--- src/rtl/dda_param_framer.sv ---
// Receive-side framer: assembles SYNC + 10 payload bytes + checksum into five
// 16-bit DDA parameters, committed atomically with a one-cycle valid pulse.
module dda_param_framer #(
    parameter logic [7:0] SYNC_BYTE      = 8'hA5,
    parameter int         TIMEOUT_CYCLES = 10417
) (
    input  logic        clk,
    input  logic        rst,
    input  logic        rx_valid,
    input  logic [7:0]  rx_byte,
    input  logic        rx_error,
    output logic [15:0] ic1,
    output logic [15:0] ic2,
    output logic [15:0] vK_M,
    output logic [15:0] vD_M,
    output logic [15:0] dt,
    output logic        params_valid,
    output logic        busy,
    output logic        err_checksum,
    output logic        err_timeout,
    output logic        err_frame
);

    localparam int CW = (TIMEOUT_CYCLES > 2) ? $clog2(TIMEOUT_CYCLES) : 1;
    // Terminal check is made one count early so the abort lands on the edge
    // where the counter would reach TIMEOUT_CYCLES-1.
    localparam logic [CW-1:0] TERM_M1 = CW'(TIMEOUT_CYCLES - 2);

    typedef enum logic [1:0] {IDLE, PAYLOAD, CHECK} state_t;

    state_t        state, state_next;
    logic [3:0]    idx;
    logic [7:0]    sum;
    logic [CW-1:0] cnt;
    logic [7:0]    shadow [10];

    logic do_start, do_store, do_commit, do_cksum_err, do_timeout, do_frame_err;

    always_ff @(posedge clk or posedge rst) begin
        if (rst) state <= IDLE;
        else     state <= state_next;
    end

    // NOTE: every output of this block gets a default first so no latch is inferred.
    always_comb begin
        state_next   = state;
        do_start     = 1'b0;
        do_store     = 1'b0;
        do_commit    = 1'b0;
        do_cksum_err = 1'b0;
        do_timeout   = 1'b0;
        do_frame_err = 1'b0;
        case (state)
            IDLE: begin
                if (rx_valid && rx_byte == SYNC_BYTE) begin
                    do_start   = 1'b1;
                    state_next = PAYLOAD;
                end
            end
            PAYLOAD: begin
                if (rx_error) begin
                    do_frame_err = 1'b1;
                    state_next   = IDLE;
                end else if (rx_valid) begin
                    do_store = 1'b1;
                    if (idx == 4'd9) state_next = CHECK;
                end else if (cnt == TERM_M1) begin
                    do_timeout = 1'b1;
                    state_next = IDLE;
                end
            end
            CHECK: begin
                if (rx_error) begin
                    do_frame_err = 1'b1;
                    state_next   = IDLE;
                end else if (rx_valid) begin
                    do_commit    = (rx_byte == sum);
                    do_cksum_err = (rx_byte != sum);
                    state_next   = IDLE;
                end else if (cnt == TERM_M1) begin
                    do_timeout = 1'b1;
                    state_next = IDLE;
                end
            end
            default: state_next = IDLE;
        endcase
    end

    // NOTE: the shadow buffer is small and is cleared on reset so a stale frame can never leak out.
    always_ff @(posedge clk or posedge rst) begin
        if (rst) begin
            idx          <= '0;
            sum          <= '0;
            cnt          <= '0;
            for (int i = 0; i < 10; i++) shadow[i] <= '0;
            ic1          <= '0;
            ic2          <= '0;
            vK_M         <= '0;
            vD_M         <= '0;
            dt           <= '0;
            params_valid <= 1'b0;
            err_checksum <= 1'b0;
            err_timeout  <= 1'b0;
            err_frame    <= 1'b0;
        end else begin
            // NOTE: non-blocking assignments keep every register update on the same edge.
            params_valid <= do_commit;
            err_checksum <= do_cksum_err;
            err_timeout  <= do_timeout;
            err_frame    <= do_frame_err;

            if (state_next == IDLE || rx_valid) cnt <= '0;
            else                                cnt <= cnt + CW'(1);

            if (do_start) begin
                idx <= '0;
                sum <= '0;
            end
            if (do_store) begin
                shadow[idx] <= rx_byte;
                sum         <= sum + rx_byte;
                idx         <= idx + 4'd1;
            end
            if (do_commit) begin
                ic1  <= {shadow[0], shadow[1]};
                ic2  <= {shadow[2], shadow[3]};
                vK_M <= {shadow[4], shadow[5]};
                vD_M <= {shadow[6], shadow[7]};
                dt   <= {shadow[8], shadow[9]};
            end
        end
    end

    assign busy = (state != IDLE);

endmodule

--- config.mk ---
export PLATFORM = sky130hd
export DESIGN_NAME = dda_param_framer
export DESIGN_NICKNAME = d
export VERILOG_FILES = /design/src/rtl/dda_param_framer.sv
export SDC_FILE = /design/constraint.sdc
export NUM_CORES = 1
export LEC_CHECK = 0
export CAP_MARGIN = 15
export CORE_UTILIZATION = 35
export CTS_CLUSTER_SIZE = 25
export DETAILED_ROUTE_END_ITERATION = 10
export PLACE_DENSITY = 0.63
export SLEW_MARGIN = 25
export SYNTH_ARGS = -nofsm -noshare
export SYNTH_HDL_FRONTEND = slang
export SYNTH_SLANG_ARGS = --single-unit
--- constraint.sdc ---
create_clock -name clk -period 6.26 [get_ports clk]
set_input_delay 1.252 -clock clk [delete_from_list [all_inputs] [get_ports clk]]
set_output_delay 1.252 -clock clk [all_outputs]
set_load 0.02 [all_outputs]
==> impl_results.md <==
* Vias in the first global route at roughly 5000
* Area of the multi-input gates at 2980 um^2
* Largest net degree at the start of global routing at between 150 and 200
* Vias per std cell at 4.98
* Status: complete, no violations
* WL final at 16.5 mm
* Period utilization at 0.674
* First-pass GRT wire length at 27.4 mm
* Max Slew Vio Count at 0
* Cells after Synth at 547
* Die height at 153 um
* Top-count cell post-synth: dfrtp_1
* Worst EP arrival at between 4 and 5 ns
* Achievable clock frequency at 237 MHz
* Register area at roughly 4800 um^2
* Mapped Nets at 576
* Cell taking the most area after synthesis: dfrtp_1
* Diodes inserted at 0
* Detailed Routing Iterations Pass 1 at 4
* Setup violations, final at 0
* Core area at 22100 um^2
* Worst rel slew slack at 0.396
* Critical Path, Cell by Cell: clkdlybuf4s50_1 > ha_1 > nor4_1 > nand2_1 > nor4_4 > nand3_4 > buf_4 > mux2_1
* Critical path origin: rx_byte[1]
* Setup crit start kind: input port
* Die area at 23400 um^2
* Row count at 54
* Port buffer count at 96
* Critical Path RT at 6.57 ns
* WS Path Type: input port to register
* Layout area overhead at 23.4%
* Hold Fails Final Rpt at 0
* PostCTS Resize Cnt at 0
* Syn Area/Cell at 14.6 um^2
* Remaining antenna violation count at 0
* Layout Nets at 677
* All-Layer GR Usage at 0.152
* Worst IR Drop VDD at 161 uV
* CTS sink count at roughly 190
* Hold Path Origin: shadow[49]
* Post-CTS Setup Repair Bufs at 0
* H-tree depth at 4
* Worst flop-to-flop path startpoint: sum[1]
* CTS Buffer Depth at 2
* Post-synth ARST share at 1.00
* Ys Warns at 0
* Synthesized area at between 7000 and 8000 um^2
* Fin Setup TNS at 0 ns
* DRC at 0
* Global placement routability congestion at between 0.7 and 0.8
* Top-Level Pins at 97
* Initial antenna violation count at 0
* Layout cells sized above 1 at 0.206
* WP buf/inv at 2
* Clk slew on worst S/H paths at 0.07 ns
* CTS Buf Count at 17
* Drt wl/cell at 17.5 um
* HPWL Detailed at around 11 mm
* Synth area leaders: dfrtp_1, mux2_2, mux2_1
* Top cell type's share of synthesized area at 0.602
* Synth Register Bits at 192
* EDFF count, synth at 0
* Commonest cells post-synth: dfrtp_1, mux2_2, mux2_1
* Seq/Total Area, Yosys at 0.602
* DR vias at around 4700
* Clock insertion delay at the later pin of the skew report at 0.44 ns
* Top FF cell, synth: dfrtp_1
* # hold bufs at CTS at 0
* Leakage power at around 4.9 nW
* Largest delay share family, worst path: buffers and inverters
* CP Max Fanout at 67
* Root Driver: clkbuf_16
* Total power divided by cell area at approximately 270 nW/um^2
* Number of max-cap violations at 0
* Initial Util at 0.361
* CTS tree: yes
* Clk_skew at 0.0155 ns
* RSZ-0062 raised after global routing: false
* Tmin final at 4.22 ns
* Fill count at 1938
* Largest stage delay on the critical path at between 0.9 and 1 ns
* GRT overflow at 0
* Crit. End Element: register
* Total power at ~2.7 mW
* Netlist cell types at 48
* CP max-delay cell: clkdlybuf4s50_1
* DRT iter0 DRCs at around 220
* Min-Delay Path Class: register to register
* Worst Tran Pin Value at 0.907 ns
* Die W at roughly 150 um
==> cell usage in the layout (no fill, tap or decap), drive strengths merged, types with 4 or more instances in the layout <==
cell type and n:
clkbuf 19, and2 5, o21bai 4, mux2 160, a21oi 7, ha 16
xor2 9, buf 8, nand2 27, inv 16, nand3 10, dfrtp 192
o21ai 10, clkdlybuf4s50 96, nor2 11, nor3 18, xnor2 9
==> cells by family after synthesis <==
| logic type | after synthesis | synth area share |
|---|---|---|
| compound gates | 32 | 0.0265 |
| xor+xnor | 18 | 0.0198 |
| fa+ha+maj | 17 | 0.0276 |
| buf+inv | 33 | 0.0237 |
| flops | 192 | 0.602 |
| mux | 162 | 0.228 |
| simple gates | 93 | 0.0718 |
==> layer usage <==
layer	share of wire	routed length (um)	vias up	track usage
met4	0.024	404	0	0.0582
li1	-	-	2146	-
met1	0.46	7560	2395	0.190
met3	0.040	666	32	0.0425
met5	0	0	-	0
met2	0.48	7880	111	0.252
==> final cells by class <==
class	instances	share of cell area
repair buffers	104	0.107
inverters	11	0.00457
flip-flops and latches	192	0.488
multi-input cells	322	0.303
well taps	280	0.0356
clock inverters	13	0.0179
clock buffers	19	0.0440
==> report_power, final <==
| group | internal [mW] | switching, mW | leakage, nW |
|---|---|---|---|
| clock | 0.639 | 0.478 | 0.293 |
| combinational | 0.0975 | 0.147 | 1.89 |
| sequential | 1.28 | 0.0294 | 2.67 |
==> worst paths after layout <==
check	depth (start not counted)	to	slack, ns
max	8	vK_M[7]	2.04
min	1	ic2[1]	0.48
max reg2reg	7	vK_M[7]	3.50
min reg2reg	1	ic2[1]	0.48
max in group asynchronous	4	vD_M[2]	4.07
min in group asynchronous	3	vK_M[12]	1.28
==> flip-flops by register name (all words and copies together) (netlist names), 4 cells and up <==
| signal | cells |
|---|---|
| ic2 | 16 |
| vK_M | 16 |
| sum | 8 |
| vD_M | 16 |
| cnt | 14 |
| dt | 16 |
| shadow | 80 |
| idx | 4 |
| ic1 | 16 |
==> stage by stage <==
stage          std cells  setup slack [ns]  instance area (um^2)  utilization  hold slack (ns)
6_report             941              2.04                  9850        0.446            0.477
3_5_place_dp         908              1.56                  9210        0.417            0.464
2_1_floorplan        547              2.53                  7980            -            0.452
5_1_grt              941              1.88                  9850        0.446            0.500
3_3_place_gp         908              1.54                  9210        0.417            0.458
4_1_cts              940              2.02                  9820        0.444            0.479
==> worst register-to-register path: stages (launching register included) <==
cell	delay, ns
dfrtp_1	0.42
ha_1	0.31
nor4_1	0.34
nand2_1	0.14
nor4_4	0.22
nand3_4	0.25
buf_4	0.47
mux2_1	0.50
Note: power is estimated with default switching activity, not from simulation.
